--- src/rtl/wb_arbiter_if.sv ---
// Bus bundle between the write-back arbiter, its two requesters, the
// register-file write port and the datapath forwarding lookup.
interface wb_arbiter_if #(
   parameter int M = 32,
   parameter int N = 8
);
   localparam int ADDR_SZ = $clog2(M);

   logic               a_valid;
   logic               a_ready;
   logic [ADDR_SZ-1:0] a_addr;
   logic [N-1:0]       a_data;

   logic               b_valid;
   logic               b_ready;
   logic [ADDR_SZ-1:0] b_addr;
   logic [N-1:0]       b_data;

   logic               w_enable;
   logic [ADDR_SZ-1:0] w_addr;
   logic [N-1:0]       w_data;

   logic [ADDR_SZ-1:0] q_addr;
   logic               q_hit;
   logic [N-1:0]       q_data;

   logic [7:0]         conflict_cnt;

   modport slave (
      input  a_valid, a_addr, a_data,
      input  b_valid, b_addr, b_data,
      input  q_addr,
      output a_ready, b_ready,
      output w_enable, w_addr, w_data,
      output q_hit, q_data,
      output conflict_cnt
   );

   modport master (
      output a_valid, a_addr, a_data,
      output b_valid, b_addr, b_data,
      output q_addr,
      input  a_ready, b_ready,
      input  w_enable, w_addr, w_data,
      input  q_hit, q_data,
      input  conflict_cnt
   );
endinterface

--- src/rtl/wb_arbiter.sv ---
// Round-robin arbiter for the register file's single write port, with a
// one-entry registered write stage and a forwarding lookup on that stage.
//
// state   | meaning
// GRANT_A | A won the most recent transfer; B wins the next conflict
// GRANT_B | B won the most recent transfer (or reset); A wins the next conflict
module wb_arbiter #(
   parameter int M = 32,
   parameter int N = 8
) (
   input logic        clk,
   input logic        rst,
   wb_arbiter_if.slave bus
);
   localparam int ADDR_SZ = $clog2(M);

   typedef enum logic {
      GRANT_A = 1'b0,
      GRANT_B = 1'b1
   } grant_t;

   grant_t             last_grant;
   grant_t             last_grant_nxt;
   logic               a_rdy;
   logic               b_rdy;
   logic               a_xfer;
   logic               b_xfer;
   logic               w_enable_q;
   logic [ADDR_SZ-1:0] w_addr_q;
   logic [N-1:0]       w_data_q;
   logic [7:0]         cnt_q;

   always_ff @(posedge clk) begin
      if (rst) last_grant <= GRANT_B;
      else     last_grant <= last_grant_nxt;
   end

   always_comb begin
      a_rdy          = 1'b0;
      b_rdy          = 1'b0;
      last_grant_nxt = last_grant;
      if (!rst) begin
         if (bus.a_valid && bus.b_valid) begin
            if (last_grant == GRANT_B) a_rdy = 1'b1;
            else                       b_rdy = 1'b1;
         end else begin
            a_rdy = bus.a_valid;
            b_rdy = bus.b_valid;
         end
      end
      if (bus.a_valid && a_rdy)      last_grant_nxt = GRANT_A;
      else if (bus.b_valid && b_rdy) last_grant_nxt = GRANT_B;
   end

   assign a_xfer = bus.a_valid && a_rdy;
   assign b_xfer = bus.b_valid && b_rdy;

   // Writes to register 0 are accepted but never enabled on the write port.
   always_ff @(posedge clk) begin
      if (rst) begin
         w_enable_q <= 1'b0;
         w_addr_q   <= '0;
         w_data_q   <= '0;
         cnt_q      <= '0;
      end else begin
         if (a_xfer) begin
            w_enable_q <= (bus.a_addr != '0);
            w_addr_q   <= bus.a_addr;
            w_data_q   <= bus.a_data;
         end else if (b_xfer) begin
            w_enable_q <= (bus.b_addr != '0);
            w_addr_q   <= bus.b_addr;
            w_data_q   <= bus.b_data;
         end else begin
            w_enable_q <= 1'b0;
         end
         if (bus.a_valid && bus.b_valid && (cnt_q != 8'hFF)) cnt_q <= cnt_q + 8'd1;
      end
   end

   assign bus.a_ready      = a_rdy;
   assign bus.b_ready      = b_rdy;
   assign bus.w_enable     = w_enable_q;
   assign bus.w_addr       = w_addr_q;
   assign bus.w_data       = w_data_q;
   assign bus.q_hit        = !rst && w_enable_q && (w_addr_q == bus.q_addr) && (bus.q_addr != '0);
   assign bus.q_data       = w_data_q;
   assign bus.conflict_cnt = cnt_q;

   a_hold: assert property (@(posedge clk) disable iff (rst)
      bus.a_valid && !a_rdy |=> bus.a_valid && $stable(bus.a_addr) && $stable(bus.a_data));
   b_hold: assert property (@(posedge clk) disable iff (rst)
      bus.b_valid && !b_rdy |=> bus.b_valid && $stable(bus.b_addr) && $stable(bus.b_data));
endmodule
--- src/flat_wrapper.sv ---
// flat-port wrapper written by rule: the top's interface ports become plain ports
module wb_arbiter_flat 
#(
   parameter int M = 32,
   parameter int N = 8
)
  (clk, rst, bus_a_valid, bus_a_addr, bus_a_data, bus_b_valid, bus_b_addr, bus_b_data, bus_q_addr, bus_a_ready, bus_b_ready, bus_w_enable, bus_w_addr, bus_w_data, bus_q_hit, bus_q_data, bus_conflict_cnt);
  wb_arbiter_if #(.M(M), .N(N)) bus_i ();
  input logic clk;
  input logic rst;
  input wire logic [$bits(bus_i.a_valid)-1:0] bus_a_valid;
  input wire logic [$bits(bus_i.a_addr)-1:0] bus_a_addr;
  input wire logic [$bits(bus_i.a_data)-1:0] bus_a_data;
  input wire logic [$bits(bus_i.b_valid)-1:0] bus_b_valid;
  input wire logic [$bits(bus_i.b_addr)-1:0] bus_b_addr;
  input wire logic [$bits(bus_i.b_data)-1:0] bus_b_data;
  input wire logic [$bits(bus_i.q_addr)-1:0] bus_q_addr;
  output wire logic [$bits(bus_i.a_ready)-1:0] bus_a_ready;
  output wire logic [$bits(bus_i.b_ready)-1:0] bus_b_ready;
  output wire logic [$bits(bus_i.w_enable)-1:0] bus_w_enable;
  output wire logic [$bits(bus_i.w_addr)-1:0] bus_w_addr;
  output wire logic [$bits(bus_i.w_data)-1:0] bus_w_data;
  output wire logic [$bits(bus_i.q_hit)-1:0] bus_q_hit;
  output wire logic [$bits(bus_i.q_data)-1:0] bus_q_data;
  output wire logic [$bits(bus_i.conflict_cnt)-1:0] bus_conflict_cnt;
  assign bus_i.a_valid = bus_a_valid;
  assign bus_i.a_addr = bus_a_addr;
  assign bus_i.a_data = bus_a_data;
  assign bus_i.b_valid = bus_b_valid;
  assign bus_i.b_addr = bus_b_addr;
  assign bus_i.b_data = bus_b_data;
  assign bus_i.q_addr = bus_q_addr;
  assign bus_a_ready = bus_i.a_ready;
  assign bus_b_ready = bus_i.b_ready;
  assign bus_w_enable = bus_i.w_enable;
  assign bus_w_addr = bus_i.w_addr;
  assign bus_w_data = bus_i.w_data;
  assign bus_q_hit = bus_i.q_hit;
  assign bus_q_data = bus_i.q_data;
  assign bus_conflict_cnt = bus_i.conflict_cnt;
  wb_arbiter #(.M(M), .N(N)) u_core (.clk(clk), .rst(rst), .bus(bus_i));
endmodule
--- config.mk ---
export PLATFORM = sky130hd
export DESIGN_NAME = wb_arbiter_flat
export DESIGN_NICKNAME = d
export VERILOG_FILES = /design/src/rtl/wb_arbiter_if.sv /design/src/rtl/wb_arbiter.sv /design/src/flat_wrapper.sv
export SDC_FILE = /design/constraint.sdc
export NUM_CORES = 1
export LEC_CHECK = 0
export CORE_UTILIZATION = 30
export DETAILED_ROUTE_END_ITERATION = 10
export PLACE_DENSITY = 0.71
export SYNTH_ARGS = -nofsm -noshare
export SYNTH_HDL_FRONTEND = slang
export SYNTH_SLANG_ARGS = --single-unit
--- constraint.sdc ---
create_clock -name clk -period 1.6 [get_ports clk]
set_input_delay 0.32 -clock clk [delete_from_list [all_inputs] [get_ports clk]]
set_output_delay 0.32 -clock clk [all_outputs]
set_load 0.05 [all_outputs]
==> impl_results.md <==
- Transition time at the pin with the least slew margin: 285 ps
- RSZ-0062 raised after global routing: yes
- Number of setup violations in the final report: 1
- Vias in the first global route: 1392
- Clk sinks: 23
- Total die area: 4870 um^2
- Core footprint: 4380 um^2
- Overflow after GRT: 0
- Initial core utilization: 0.314
- Design area: about 2300 um^2
- Number of levels in the clock H-tree: 1
- Maximum ir drop on the vdd rail: 0.320 mV
- Yosys Warn Count: 0
- CTS max path bufs: 2
- Worst r2r dst: u_core.bus.conflict_cnt[0]$_SDFFE_PP0P_
- Most instantiated flip-flop cell in the synthesis netlist: sky130_fd_sc_hd__dfxtp_1
- Total leakage power: slightly above 0.9 nW
- Maximum number of pins on one net before global-route repair: 28
- TritonCTS clock tree: built
- Routed wirelength normalized by instance count: 13.5 um
- Register area share after synthesis: 0.334
- Number of flops mapped to enable cells by yosys: 0
- Critical Path Stages: 4
- Last element of the critical path: bus_q_hit
- Number of search-and-repair iterations in the first detailed-routing pass: 4
- Category of the worst setup path launch point: flip-flop
- Family of cells with the greatest summed delay on the critical path: simple AND/OR/NAND/NOR gates
- Clock transition at the register clock pins on the worst setup and hold paths after CTS: 80 ps
- Hold-fix buffers, CTS: 0
- Post-Synthesis Net Count: 194
- Syn Area/Cell: 8.73 um^2
- Post-Syn Instances: 158
- Shortest clock period the worst path allows after layout: 1670 ps
- Maximum fanout along the worst path: 4
- Clock root buffer: sky130_fd_sc_hd__clkbuf_8
- Sequence of cells on the critical path: xnor2_2, nand3_2, nor4b_4, buf_12
- Number of nets in the finished design: 264
- DRC: 0
- Power after layout: 1.56 mW
- Aggregate routed wire length: 3770 um
- Number of vias in the routed layout: 1407
- First DRT Iteration DRCs: 48
- Core utilization of the finished layout: 0.517
- Outcome: complete, but fails checks
- Cell type contributing the most total cell area after synthesis: sky130_fd_sc_hd__dfxtp_1
- Critical setup path kind: reg -> out
- Number of placement rows: 24
- Worst path slowest cell: sky130_fd_sc_hd__dfxtp_4
- Hold crit path type: reg -> reg
- Proportion of layout cells with a drive suffix above 1: 0.357
- Total count of hold-check failures in the final report: 0
- Synthesis-to-finish area growth: 64.3%
- FMAX: between 0.5 and 0.6 GHz
- Crit path setup slack, layout: -72.7 ps
- Placed inst area: 2180 um^2
- Number of clock buffers inserted by TritonCTS: 3
- Arrival time at the worst endpoint: 1350 ps
- Proportion of netlist area held by the largest area contributor: 0.334
- Final max-slew violation count: 0
- Final cycle utilization of the critical path: 1.05
- Fraction of registers with async set/reset: 0
- CP endpoint kind: output port
- Hpwl dp: about 2900 um
- Vertical extent of the die: about 70 um
- Summed instance area of the synthesized netlist: 1380 um^2
- Count of state elements after synthesis: 23
- X dimension of the die: between 60 and 70 um
- Delay contributed by the slowest stage of the critical path: 370 ps
- Top Ports: 68
- Post-detailed-route count of antenna-violating nets: 0
- Average vias per placed instance: roughly 5.0
- Count of buffers inserted at the top-level ports: between 60 and 70
- Power density over the cells: 689 nW/um^2
- Antenna cell count: 0
- Insertion delay to the later sink of the worst-skew pair: 260 ps
- Largest cells by area after synthesis: sky130_fd_sc_hd__dfxtp_1, sky130_fd_sc_hd__or3b_1, sky130_fd_sc_hd__a311oi_1
- Routability cong.: 0.864
- Commonest cells after routing, fill and taps aside: sky130_fd_sc_hd__buf_4, sky130_fd_sc_hd__clkdlybuf4s50_1, sky130_fd_sc_hd__nor2_1, sky130_fd_sc_hd__o21ai_1, sky130_fd_sc_hd__dfxtp_1
- Initial antenna violation count: 0
- Wire length of the first global-routing pass: 6340 um
- Sum of buffers and inverters on the critical path: 1
- Count of unique library cells instantiated by Yosys: 39
- Reg2reg path depth: 4
- Number of filler instances in the final layout: 407
- Launching point of the worst reg2reg path: u_core.bus.conflict_cnt[1]$_SDFFE_PP0P_
- Violated checks: setup timing
- Remaining max-slew budget at the tightest pin: 0.808
- Number of max-cap violations: 0
- Worst Setup SP: u_core.bus.w_addr[3]$_SDFFE_PP0P_
- GR Util All Layers: 0.160
- Required time of the critical path: 1280 ps
- Setup Skew: between 5 and 6 ps
- Slack of the worst reg-to-reg path: roughly 110 ps
- Most common cell after layout, fill and taps aside: sky130_fd_sc_hd__buf_4
logic make-up after synthesis:
| family | count (synthesis) | synth area share |
|---|---|---|
| AO/OA/AOI/OAI | 45 | 0.245 |
| XOR/XNOR | 4 | 0.0254 |
| adder cells (fa/ha/maj) | 1 | 0.00907 |
| buffers and inverters | 23 | 0.103 |
| flip-flops | 23 | 0.334 |
| multiplexers | 3 | 0.0236 |
| AND/OR/NAND/NOR | 59 | 0.260 |
where the power goes:
group / switching, mW / internal [mW] / leakage (nW) / total, mW
combinational: 0.318 / 0.239 / 0.708 / 0.558
clock: 0.187 / 0.178 / 0.0228 / 0.365
sequential: 0.0330 / 0.607 / 0.193 / 0.640
worst min-delay path by stage:
| stage | startpoint | to | slack [ps] | cells after the start |
|---|---|---|---|---|
| floorplan | bus_b_valid | u_core.last_grant$_SDFFE_PP1P_ | 450 | 2 |
| global placement | u_core.bus.conflict_cnt[1]$_SDFFE_PP0P_ | u_core.bus.conflict_cnt[1]$_SDFFE_PP0P_ | 480 | 2 |
| detailed placement | u_core.bus.conflict_cnt[1]$_SDFFE_PP0P_ | u_core.bus.conflict_cnt[1]$_SDFFE_PP0P_ | 500 | 2 |
| CTS | u_core.bus.conflict_cnt[1]$_SDFFE_PP0P_ | u_core.bus.conflict_cnt[1]$_SDFFE_PP0P_ | 510 | 2 |
| global route | u_core.bus.conflict_cnt[1]$_SDFFE_PP0P_ | u_core.bus.conflict_cnt[1]$_SDFFE_PP0P_ | 520 | 2 |
| finish | u_core.bus.conflict_cnt[1]$_SDFFE_PP0P_ | u_core.bus.conflict_cnt[1]$_SDFFE_PP0P_ | 510 | 2 |
through the flow:
stage | setup TNS, ps | worst slack [ps] | hold WS (ps) | cells
after floorplan | -148 | -148 | 452 | 158
after global placement | -4720 | -309 | 477 | 275
after detailed placement | -5190 | -319 | 503 | 275
after CTS | -116 | -116 | 515 | 279
after global routing | -160 | -160 | 520 | 279
final | -72.7 | -72.7 | 509 | 279
worst min-delay path: stages (launching register included):
cell                      delay (ps)
sky130_fd_sc_hd__dfxtp_2         350
sky130_fd_sc_hd__nand2_1          60
sky130_fd_sc_hd__mux2i_1          60
metal layers:
layer / vias up / share of wire / track usage
met1: 652 / 0.44 / 0.196
met3: 2 / 0.033 / 0.0203
li1: 721 / - / -
met2: 32 / 0.52 / 0.278
met5: - / 0 / 0
met4: 0 / 0.0093 / 0.0689
cells in the mapped netlist (2+ instances only):
library cell / instances
sky130_fd_sc_hd__a311oi_1: 9
sky130_fd_sc_hd__nand2_1: 7
sky130_fd_sc_hd__nor2_1: 17
sky130_fd_sc_hd__or4_1: 2
sky130_fd_sc_hd__inv_1: 3
sky130_fd_sc_hd__a211oi_1: 4
sky130_fd_sc_hd__or3b_1: 13
sky130_fd_sc_hd__dfxtp_1: 23
sky130_fd_sc_hd__a311oi_2: 5
sky130_fd_sc_hd__o21ai_1: 14
sky130_fd_sc_hd__nor3_1: 2
sky130_fd_sc_hd__and4_1: 3
sky130_fd_sc_hd__nor2b_1: 3
sky130_fd_sc_hd__xnor2_1: 3
sky130_fd_sc_hd__a21oi_1: 5
sky130_fd_sc_hd__mux2_1: 2
sky130_fd_sc_hd__o21ai_0: 3
sky130_fd_sc_hd__buf_2: 6
sky130_fd_sc_hd__nor4_1: 2
sky130_fd_sc_hd__nand3_1: 2
sky130_fd_sc_hd__buf_4: 8
sky130_fd_sc_hd__clkbuf_1: 4
sky130_fd_sc_hd__nand4_1: 2
cell type report:
| cell class | count | area [um^2] | area share |
|---|---|---|---|
| inverter | 3 | 11.3 | 0.00497 |
| clock buffer | 4 | 45.0 | 0.0199 |
| timing repair buffer | 85 | 821 | 0.362 |
| tap | 52 | 65.1 | 0.0287 |
| sequential | 23 | 477 | 0.210 |
| multi-input combinational | 112 | 847 | 0.374 |
sequential cells by signal (all words and copies together), names as in the netlist:
signal                   count
u_core.bus.w_addr            5
u_core.last_grant            1
u_core.bus.w_enable          1
u_core.bus.q_data            8
u_core.bus.conflict_cnt      8
what timing repair did:
item | 4_1_cts | 5_1_grt
gates resized for setup | 17 | 7
pin swaps | 8 | 1
endpoints found under the setup margin | 8 | 2
buffers inserted | 0 | 0
No activity file was read; power rests on OpenSTA's default activity.
